<file path="src/rtl/branch_predictor.sv">
// Direct-mapped BTB with 2-bit saturating counters, plus execute-stage
// mispredict detection, redirect generation and branch statistics.
module branch_predictor #(
    parameter int PC_W  = 9,
    parameter int IDX_W = 4,
    parameter int CNT_W = 16
) (
    input  logic              clk,
    input  logic              reset,
    input  logic [PC_W-1:0]   If_PC,
    output logic              Pred_Taken,
    output logic [31:0]       Pred_PC,
    input  logic              Ex_Valid,
    input  logic [PC_W-1:0]   Ex_PC,
    input  logic              Ex_Branch,
    input  logic              Ex_Jump,
    input  logic              Ex_Jalr,
    input  logic              Ex_Taken,
    input  logic [31:0]       Ex_Target,
    input  logic              Ex_Pred_Taken,
    input  logic [31:0]       Ex_Pred_PC,
    input  logic              Halt,
    output logic              Mispredict,
    output logic [31:0]       Redirect_PC,
    output logic [CNT_W-1:0]  Branch_Count,
    output logic [CNT_W-1:0]  Mispred_Count
);

    localparam int ENTRIES = 2 ** IDX_W;
    localparam int TAG_W   = PC_W - IDX_W - 2;

    logic              valid_q  [ENTRIES];
    logic [TAG_W-1:0]  tag_q    [ENTRIES];
    logic [PC_W-1:0]   target_q [ENTRIES];
    logic [1:0]        cnt_q    [ENTRIES];
    logic [CNT_W-1:0]  branch_count_q;
    logic [CNT_W-1:0]  mispred_count_q;

    logic [IDX_W-1:0]  if_idx;
    logic [TAG_W-1:0]  if_tag;
    logic              if_hit;
    logic [IDX_W-1:0]  ex_idx;
    logic [TAG_W-1:0]  ex_tag;
    logic              ex_hit;
    logic              ctl;
    logic              is_jump;

    logic              upd_en;
    logic [1:0]        new_cnt;
    logic [PC_W-1:0]   new_target;

    assign if_idx = If_PC[IDX_W+1:2];
    assign if_tag = If_PC[PC_W-1:IDX_W+2];
    assign if_hit = valid_q[if_idx] && (tag_q[if_idx] == if_tag);

    // Lookup reads the pre-update table; a same-cycle write is visible next cycle.
    assign Pred_Taken = if_hit && cnt_q[if_idx][1] && !Halt;
    assign Pred_PC    = Pred_Taken ? {{(32-PC_W){1'b0}}, target_q[if_idx]} : 32'd0;

    assign ex_idx  = Ex_PC[IDX_W+1:2];
    assign ex_tag  = Ex_PC[PC_W-1:IDX_W+2];
    assign ex_hit  = valid_q[ex_idx] && (tag_q[ex_idx] == ex_tag);
    assign is_jump = Ex_Jump || Ex_Jalr;
    assign ctl     = Ex_Valid && (Ex_Branch || is_jump) && !Halt;

    assign Mispredict  = ctl && ((Ex_Taken != Ex_Pred_Taken) ||
                                 (Ex_Taken && (Ex_Target != Ex_Pred_PC)));
    assign Redirect_PC = Ex_Taken ? Ex_Target
                                  : ({{(32-PC_W){1'b0}}, Ex_PC} + 32'd4);

    assign Branch_Count  = branch_count_q;
    assign Mispred_Count = mispred_count_q;

    // Next contents of the EX entry; jumps take priority over the branch flag.
    always_comb begin
        upd_en     = 1'b0;
        new_cnt    = cnt_q[ex_idx];
        new_target = target_q[ex_idx];
        if (ctl) begin
            if (ex_hit) begin
                upd_en = 1'b1;
                if (is_jump) begin
                    new_cnt    = 2'b11;
                    new_target = Ex_Target[PC_W-1:0];
                end else if (Ex_Taken) begin
                    new_cnt    = (cnt_q[ex_idx] == 2'b11) ? 2'b11 : cnt_q[ex_idx] + 2'd1;
                    new_target = Ex_Target[PC_W-1:0];
                end else begin
                    new_cnt = (cnt_q[ex_idx] == 2'b00) ? 2'b00 : cnt_q[ex_idx] - 2'd1;
                end
            end else if (Ex_Taken) begin
                upd_en     = 1'b1;
                new_cnt    = is_jump ? 2'b11 : 2'b10;
                new_target = Ex_Target[PC_W-1:0];
            end
        end
    end

    always_ff @(posedge clk) begin
        if (reset) begin
            for (int i = 0; i < ENTRIES; i++) begin
                valid_q[i] <= 1'b0;
                cnt_q[i]   <= 2'b01;
            end
            branch_count_q  <= '0;
            mispred_count_q <= '0;
        end else begin
            if (upd_en) begin
                valid_q[ex_idx]  <= 1'b1;
                tag_q[ex_idx]    <= ex_tag;
                target_q[ex_idx] <= new_target;
                cnt_q[ex_idx]    <= new_cnt;
            end
            if (ctl && (branch_count_q != '1))
                branch_count_q <= branch_count_q + 1'b1;
            if (Mispredict && (mispred_count_q != '1))
                mispred_count_q <= mispred_count_q + 1'b1;
        end
    end

endmodule
</file>
<file path="config.mk">
export PLATFORM = sky130hd
export DESIGN_NAME = branch_predictor
export DESIGN_NICKNAME = d
export VERILOG_FILES = /design/src/rtl/branch_predictor.sv
export SDC_FILE = /design/constraint.sdc
export NUM_CORES = 1
export LEC_CHECK = 0
export BUFFER_PORTS_ARGS = -buffer_cell sky130_fd_sc_hd__buf_4
export CAP_MARGIN = 10
export CORE_MARGIN = 1.5
export CORE_UTILIZATION = 30
export CTS_CLUSTER_DIAMETER = 150
export CTS_CLUSTER_SIZE = 16
export DETAILED_ROUTE_END_ITERATION = 12
export GPL_ROUTABILITY_DRIVEN = 0
export PLACE_DENSITY = 0.44
export SYNTH_ARGS = -nofsm -noshare
export SYNTH_HDL_FRONTEND = slang
export SYNTH_SLANG_ARGS = --single-unit
export TNS_END_PERCENT = 10
</file>
<file path="constraint.sdc">
create_clock -name clk -period 3.5 [get_ports clk]
set_clock_uncertainty 0.05 [all_clocks]
set_input_delay 0.35 -clock clk [delete_from_list [all_inputs] [get_ports clk]]
set_output_delay 0.35 -clock clk [all_outputs]
set_load 0.02 [all_outputs]
</file>
## Yosys cells after proc, flatten, opt, wreduce, memory -nomap -nowiden

Memory sizes are Yosys's and may differ from the RTL's.
Index checks and enable logic that the tools add are counted.
W data, S select, Z words.

- Output and inout port bits: 98
- Register bits after elaboration: 32
- Logic and storage cells: 63
- Memories kept: 4
- Bits in writable memories: 240
- Input bits: 91

Memory list:

| memory | depth | width | read ports | clocked after Yosys merged registers in | wr ports | RTL line | text |
|---|---|---|---|---|---|---|---|
| target_q | 16 | 9 | 2 | 0 | 1 | 34 | `logic [PC_W-1:0] target_q [ENTRIES];` |
| tag_q | 16 | 3 | 2 | 0 | 1 | 33 | `logic [TAG_W-1:0] tag_q [ENTRIES];` |
| cnt_q | 16 | 2 | 2 | 0 | 16 | 35 | `logic [1:0] cnt_q [ENTRIES];` |
| valid_q | 16 | 1 | 2 | 0 | 16 | 32 | `logic valid_q [ENTRIES];` |

- Eq/ne operators: 7
- Reductions and logical operators: 17
- Add/sub/neg operators: 5
- Multiplexer cells: 28

Operator list:

| operator | count |
|---|---|
| $mux W9 | 5 |
| $add A16 B1 Y16 const B | 2 |
| $mux W32 | 1 |
| $ne A16 B16 Y1 const B | 2 |
| $ne A32 B32 Y1 | 1 |
| $mux W2 | 8 |
| $mux W1 | 12 |
| $add A9 B3 Y10 const B | 1 |
| $logic_and A1 B1 Y1 | 10 |
| $mux W4 | 2 |
| $eq A3 B3 Y1 | 2 |
| $logic_or A1 B1 Y1 | 3 |
| $add A2 B1 Y2 const B | 1 |
| $eq A2 B2 Y1 const B | 1 |
| $logic_not A2 Y1 | 1 |
| $reduce_or A2 Y1 | 1 |
| $sub A2 B1 Y2 const B | 1 |
| $logic_not A1 Y1 | 1 |
| $ne A1 B1 Y1 | 1 |
| $reduce_or A1 Y1 | 1 |

## Depth between registers and ports, before layout

Gate-level depths: netlist of the first run.

- Word-level depth: 10
- Gate-level depth with buffers: 11
- Depth with buffers taken out: 8

## Worst setup path after synthesis of the first run

No wires, ideal clock.

- Path type: input to output
- Start: in If_PC[2]
- End: out Pred_PC[0]
- Path buffers: 3
- Cell stages on the path: 8
- Slack: 275 ps
- Arrival: 2825 ps
- Cells stage by stage: buf_4 > buf_2 > mux4_2 > mux4_2 > xor2_1 > or4_1 > clkbuf_1 > nor2b_1

- Longest elaborated chain between the ends: 6

Ends and longest elaborated chain:

| element | RTL line | text |
|---|---|---|
| from (decl) | 10 | `input logic [PC_W-1:0] If_PC,` |
| $mem_v2 Z16 W3 | -- |  |
| $eq A3 B3 Y1 | 54 | `assign if_hit = valid_q[if_idx] && (tag_q[if_idx] == if_tag);` |
| $logic_and A1 B1 Y1 | 54 |  |
| $logic_and A1 B1 Y1 (2 in series) | 57 | `assign Pred_Taken = if_hit && cnt_q[if_idx][1] && !Halt;` |
| $mux W9 (*) | 58 | `assign Pred_PC = Pred_Taken ? {{(32-PC_W){1'b0}}, target_q[if_idx]} : 32'd0;` |
| to (decl) | 12 | `output logic [31:0] Pred_PC,` |

Every way passes the cells marked *; elsewhere a longest branch is shown, timed or not.

==> flow_summary.yaml, run 1 <==
run_status:
  status: "complete, but fails checks"
  violations: "negative setup slack"
setup_path:
  r2r_start: "tag_q[0][1]"
  worstSetupPathType: "flop to primary output"
  crit_path_start_kind: "flop"
  worstPathArrival_ps: 3170
  rr_worst_depth: 8
  r2r-end: "target_q[4][5]"
  regToRegSetupSlack_ps: 320
  crit_fanout: 5
  end_kind: "primary output"
  crit_required_ps: 3100
timing:
  max_freq_mhz: 279.7
  grt_setup_unrepaired: "true"
  hold_viol: 0
  finalCriticalPeriod_ps: 3575
  fin_crit_sh_pct: 102.1
  timing.final.ws_setup_ps: -74.63
  worst_slew_pin_slew_ps: 977.1
  drv_slew: 0
  slew_headroom_pct: 34.73
  whs_ps: 110.8
  setup-violations-final: 9
worst_hold_path:
  worstHoldEndpoint: "Mispred_Count[2]"
  hold_path_class: "input pin to flop"
  hold_start: "reset"
  holdPathStages: 2
global_route:
  antenna_found_initial: 1
  track_usage_pct: 17.96
  grt_pass1_vias: 8937
  grt.overflow.total: 0
  grt_pass1_wl_um: 61690
  grt_max_degree: 44
route:
  drc: 0
  drt_iter0_drc: 685
  avgViaCountPerCell: 5.188
  wl_um: 43250
  routedWlPerCell_um: 24.69
  vias: 9089
  ant_nets: 0
  firstDrtPassIters: 5
cts:
  clk_latency_ps: 530
  clkSinkCount: 272
  cts_root_buffer: "clkbuf_16"
  cts_buffer_depth: 3
  holdBufCountCts: 0
  cts_buffers: 20
  cts_tree: "done"
  h-tree-depth: 1
  cts.clk_slew.worst_paths_ps: 80
  postCtsSetupRepairBufs: 0
floorplanning:
  die_w_um: 218.8
  pin_count: 189
  core_sq_um: 45670
  start_util_pct: 30.59
  row_count: 78
  die_h_um: 218.8
  die_area_sq_um: 47880
pwr:
  ir_worst_vdd_mv: 0.2868
  p_leak_nw: 5.885
  powerDensity_nw_per_um2: 387.4
yosys:
  synthFlopType: "edfxtp_1"
  synth_cells: 949
  synth_edf_count: 224
  synth_area_sq_um: 13970
  async_flop_share_pct: 0
  ys_ff_latch: 272
  ys_seq_area_share_pct: 55.02
  synth.distinct_cells: 51
  avgSynthCellArea_sq_um: 14.72
  ys_warn_count: 0
place:
  dp_slack_ps: -20.13
  place_area_sq_um: 16400
  place_hpwl_um: 28930
  io_buffers: 163
layout:
  layout.nets: 1243
  final_common_cell: "edfxtp_1"
  synthToLayoutAreaGrowth_pct: 22.00
  final_cell_mix: "edfxtp_1, buf_4, mux4_2"
  design_area_sq_um: 17050
  drive_gt1_share_pct: 37.15
  diodes: 0
job:
  cap_violations: 0
==> layer usage <==
metal | vias up | global-route usage, % | wire length (um)
li1 | 4077 | - | -
met1 | 4633 | 24.03 | 18720
met2 | 337 | 30.96 | 21030
met3 | 42 | 2.883 | 2772
met4 | 0 | 3.288 | 724
met5 | - | 0 | 0
==> synth_stat cells (all sizes together), types with 2 or more instances <==
| cell | number | area share (%) |
|---|---|---|
| a211oi | 3 | 0.20 |
| a21oi | 13 | 0.55 |
| and2 | 23 | 1.0 |
| and4 | 2 | 0.13 |
| buf | 53 | 2.4 |
| clkbuf | 36 | 1.0 |
| dfxtp | 48 | 6.9 |
| edfxtp | 224 | 48 |
| ha | 6 | 0.54 |
| inv | 46 | 1.2 |
| mux2 | 15 | 1.2 |
| mux2i | 5 | 0.36 |
| mux4 | 133 | 21 |
| nand2 | 52 | 1.4 |
| nand3 | 25 | 0.90 |
| nand4 | 26 | 1.2 |
| nor2 | 34 | 0.91 |
| nor2b | 17 | 0.76 |
| nor3 | 21 | 0.75 |
| nor3b | 3 | 0.16 |
| nor4 | 13 | 0.58 |
| o2111ai | 17 | 1.1 |
| o211ai | 3 | 0.16 |
| o21a | 3 | 0.16 |
| o21ai | 33 | 1.2 |
| o31ai | 11 | 0.66 |
| or2 | 2 | 0.090 |
| or3 | 4 | 0.18 |
| or4 | 10 | 0.54 |
| xnor2 | 15 | 0.94 |
| xor2 | 41 | 2.6 |
==> sequential cells by signal (all words and copies together) (netlist names) <==
name           flops
Branch_Count      16
cnt_q             32
tag_q             48
Mispred_Count     16
valid_q           16
target_q         144
==> kinds of logic after synthesis <==
| group | Yosys count | share of synthesized area [%] |
|---|---|---|
| AO/OA/AOI/OAI | 89 | 4.388 |
| XOR/XNOR | 56 | 3.510 |
| adder cells (fa/ha/maj) | 6 | 0.5373 |
| buffers and inverters | 136 | 4.701 |
| flip-flops | 272 | 55.02 |
| multiplexers | 153 | 23.01 |
| other | 1 | 0.02684 |
| AND/OR/NAND/NOR | 236 | 8.812 |
==> how the worst max path moves through the flow <==
stage	from	end	slack [ps]	cells after the start
6_report	tag_q[15][2]	Pred_PC[1]	-70	8
5_1_grt	tag_q[15][2]	Pred_PC[0]	-170	8
4_1_cts	tag_q[15][2]	Pred_PC[1]	-120	8
3_5_place_dp	Ex_PC[3]	target_q[11][5]	-20	9
3_3_place_gp	Ex_PC[3]	target_q[4][5]	-20	9
2_1_floorplan	If_PC[2]	Pred_PC[0]	280	8
==> worst max-delay path, cell delays in order, from the launching register on <==
cell	delay, ps
edfxtp_1	410
mux4_2	480
mux4_2	520
xnor2_2	140
o211ai_1	110
or4_4	530
buf_12	190
nor2b_2	130
buf_6	130
==> what timing repair did <==
| action | in CTS | in global routing |
|---|---|---|
| pin swaps | 1 | 0 |
| cloned | 1 | 0 |
| hold endpoints to repair | 0 | 0 |
| setup endpoints to repair | 10 | 10 |
| gates resized for setup | 15 | 3 |
==> final cells by class <==
cell class | count | area, sq um
inverter | 47 | 176.4
clock buffer | 28 | 551.8
fill | 4328 | 28630
multi-input combinational | 563 | 5749
tap | 600 | 750.7
timing repair buffer | 242 | 2131
sequential | 272 | 7687
==> stage by stage <==
stage	total power, mW	TNS [ps]	instances	util, %
3_5_place_dp	4.465	-838.2	1723	35.91
3_3_place_gp	4.461	-535.8	1723	35.91
6_report	6.604	-536.7	1752	37.32
2_1_floorplan	4.127	0	971	-
4_1_cts	6.693	-968.8	1752	37.29
5_1_grt	6.837	-1321	1752	37.32
==> where the power goes <==
part | leakage, nW | internal [mW] | total [mW] | switching (mW)
registers | 2.39 | 3.54 | 3.56 | 0.0107
clock network | 0.267 | 1.09 | 2.22 | 1.13
logic | 3.23 | 0.364 | 0.829 | 0.465
No activity file was read; power rests on OpenSTA's default activity.
==> run 2: changes to the inputs <==
PLACE_DENSITY = 0.46   (was 0.44)
clock period = 2.9 ns   (was 3.5 ns; I/O delays follow)
==> flow_summary.yaml, run 2 (synthesis gave the netlist of run 1 again) <==
layout:
  largest_register: "target_q"
  drive_gt1_share_pct: 42.08
  reg.largest.list: "target_q: 144 flops, tag_q: 48 flops, cnt_q: 32 flops"
  layout.nets: 1264
  largest_reg_flops: 144
  synthToLayoutAreaGrowth_pct: 25.45
  fill_cells: 4348
  final_cell_mix: "edfxtp_1, buf_4, mux4_2"
  final_common_cell: "edfxtp_1"
  utilization_pct: 38.38
  diodes: 0
setup_path:
  crit_fanout: 10
  crit_required_ps: 2560
  cpPeakStageDelay_ps: 550
  path_common_cell: "mux4_2"
  worstPathArrival_ps: 3230
  critPathSlowestCell: "or4_4"
  regToRegSetupSlack_ps: -80
  worstSetupPathType: "flop to primary output"
  rr_worst_depth: 8
  crit_buf_inv: 2
  r2r_start: "tag_q[15][1]"
  r2r-end: "target_q[11][4]"
  path_delay_family: "multiplexers"
  crit_path_start_kind: "flop"
  path_cells: "mux4_2, mux4_2, xnor2_2, o211ai_1, or4_4, buf_12, nor2b_4, buf_6"
  end_kind: "primary output"
global_route:
  grt_pass1_wl_um: 62570
  antenna_found_initial: 0
  grt_pass1_vias: 9383
  track_usage_pct: 18.14
  grt_max_degree: 40
  grt.overflow.total: 0
cts:
  cts_root_buffer: "clkbuf_16"
  cts.clk_slew.worst_paths_ps: 80
  cts_tree: "done"
  cts_buffer_depth: 3
  clkSinkCount: 272
  postCtsSetupRepairBufs: 0
  h-tree-depth: 1
  cts_buffers: 20
  clk_latency_ps: 540
timing:
  finalCriticalPeriod_ps: 3570
  grt_setup_unrepaired: "true"
  setup-violations-final: 239
  fin_crit_sh_pct: 123.1
  slew_headroom_pct: 49.07
  worst_slew_pin_slew_ps: 762.4
  max_freq_mhz: 280.1
  timing.final.ws_setup_ps: -670.4
  drv_slew: 0
  hold_viol: 0
place:
  place_hpwl_um: 30230
  io_buffers: 163
route:
  ant_nets: 0
  wl_um: 43760
  drt_iter0_drc: 761
  firstDrtPassIters: 5
  vias: 9245
  routedWlPerCell_um: 24.57
  avgViaCountPerCell: 5.191
  drc: 0
pwr:
  p_total_mw: 8.040
  powerDensity_nw_per_um2: 458.7
  pwr-share-clk_pct: 33.5
  p_sw_share_pct: 24.52
  seqPwrFrac_pct: 53.4
  switching_power_mw: 1.972
  ir_worst_vdd_mv: 0.3052
  p_leak_nw: 6.051
  p_int_mw: 6.069
  share_comb_of_total_power_pct: 13.2
floorplanning:
  die_h_um: 218.8
  row_count: 78
  die_area_sq_um: 47880
  die_w_um: 218.8
  start_util_pct: 30.59
  pin_count: 189
  core_sq_um: 45670
worst_hold_path:
  hold_start: "Ex_PC[6]"
  hold_path_class: "input pin to flop"
  worstHoldEndpoint: "tag_q[4][0]"
  holdPathStages: 1
run_status:
  violations: "negative setup slack"
  status: "complete, but fails checks"
job:
  cap_violations: 0
run 2: worst max-delay path by stage:
stage	start	end	slack, ps	cells past startpoint
finish	tag_q[5][2]	Pred_PC[4]	-670	8
global route	tag_q[5][2]	Pred_PC[8]	-770	8
CTS	tag_q[5][2]	Pred_PC[8]	-710	8
detailed placement	Ex_PC[3]	target_q[12][5]	-370	9
global placement	Ex_PC[3]	target_q[15][5]	-350	9
floorplan	Ex_PC[3]	tag_q[6][0]	-40	9
run 2: cell type report:
cell class              count  area (sq um)  share of cell area, %
clock buffers              35         556.8                  3.177
clock inverters             1         16.27                0.09280
inverters                  47         176.4                  1.006
multi-input cells         566          6027                  34.38
flip-flops and latches    272          7687                  43.86
well taps                 600         750.7                  4.283
repair buffers            260          2313                  13.20
run 2: power groups by stage:
stage / clock (mW) / combinational, mW / sequential, mW
3_5_place_dp: 0 / 1.03 / 4.38
3_3_place_gp: 0 / 1.03 / 4.38
6_report: 2.69 / 1.06 / 4.29
4_1_cts: 2.77 / 1.06 / 4.29
5_1_grt: 2.89 / 1.14 / 4.29
2_1_floorplan: 0 / 0.618 / 4.38
run 2: what timing repair did:
item | in CTS | in global routing
hold buffers | 0 | 0
resized for setup | 37 | 35
endpoints found under the hold margin | 0 | 0
endpoints found under the setup margin | 296 | 408
pin swaps | 1 | 0
cloned | 2 | 1
run 2: worst reg2reg max path, cell delays in order, from the launching register on:
cell	delay, ps
edfxtp_1	410
mux4_2	480
mux4_2	500
xnor2_2	200
o31ai_4	150
a211oi_2	240
o21ai_2	100
buf_12	180
mux2_4	400
run 2: routing by layer:
metal | routed length [um] | global-route usage [%] | vias up
li1 | - | - | 4133
met2 | 21680 | 31.59 | 307
met1 | 18700 | 24.03 | 4754
met5 | 0 | 0 | -
met3 | 2478 | 2.134 | 51
met4 | 896 | 4.475 | 0
run 2: metrics by stage:
stage / area (sq um) / instances / TNS [ps] / hold WS (ps) / setup WS (ps)
floorplan: 14160 / 971 / -7549 / 338.9 / -36.33
finish: 17530 / 1781 / -15900 / 94.71 / -670.4
global placement: 16660 / 1742 / -106550 / 431.7 / -347.1
CTS: 17400 / 1780 / -12870 / 75.38 / -712.0
global route: 17530 / 1781 / -46440 / 85.49 / -774.7
detailed placement: 16660 / 1742 / -112240 / 427.9 / -369.3
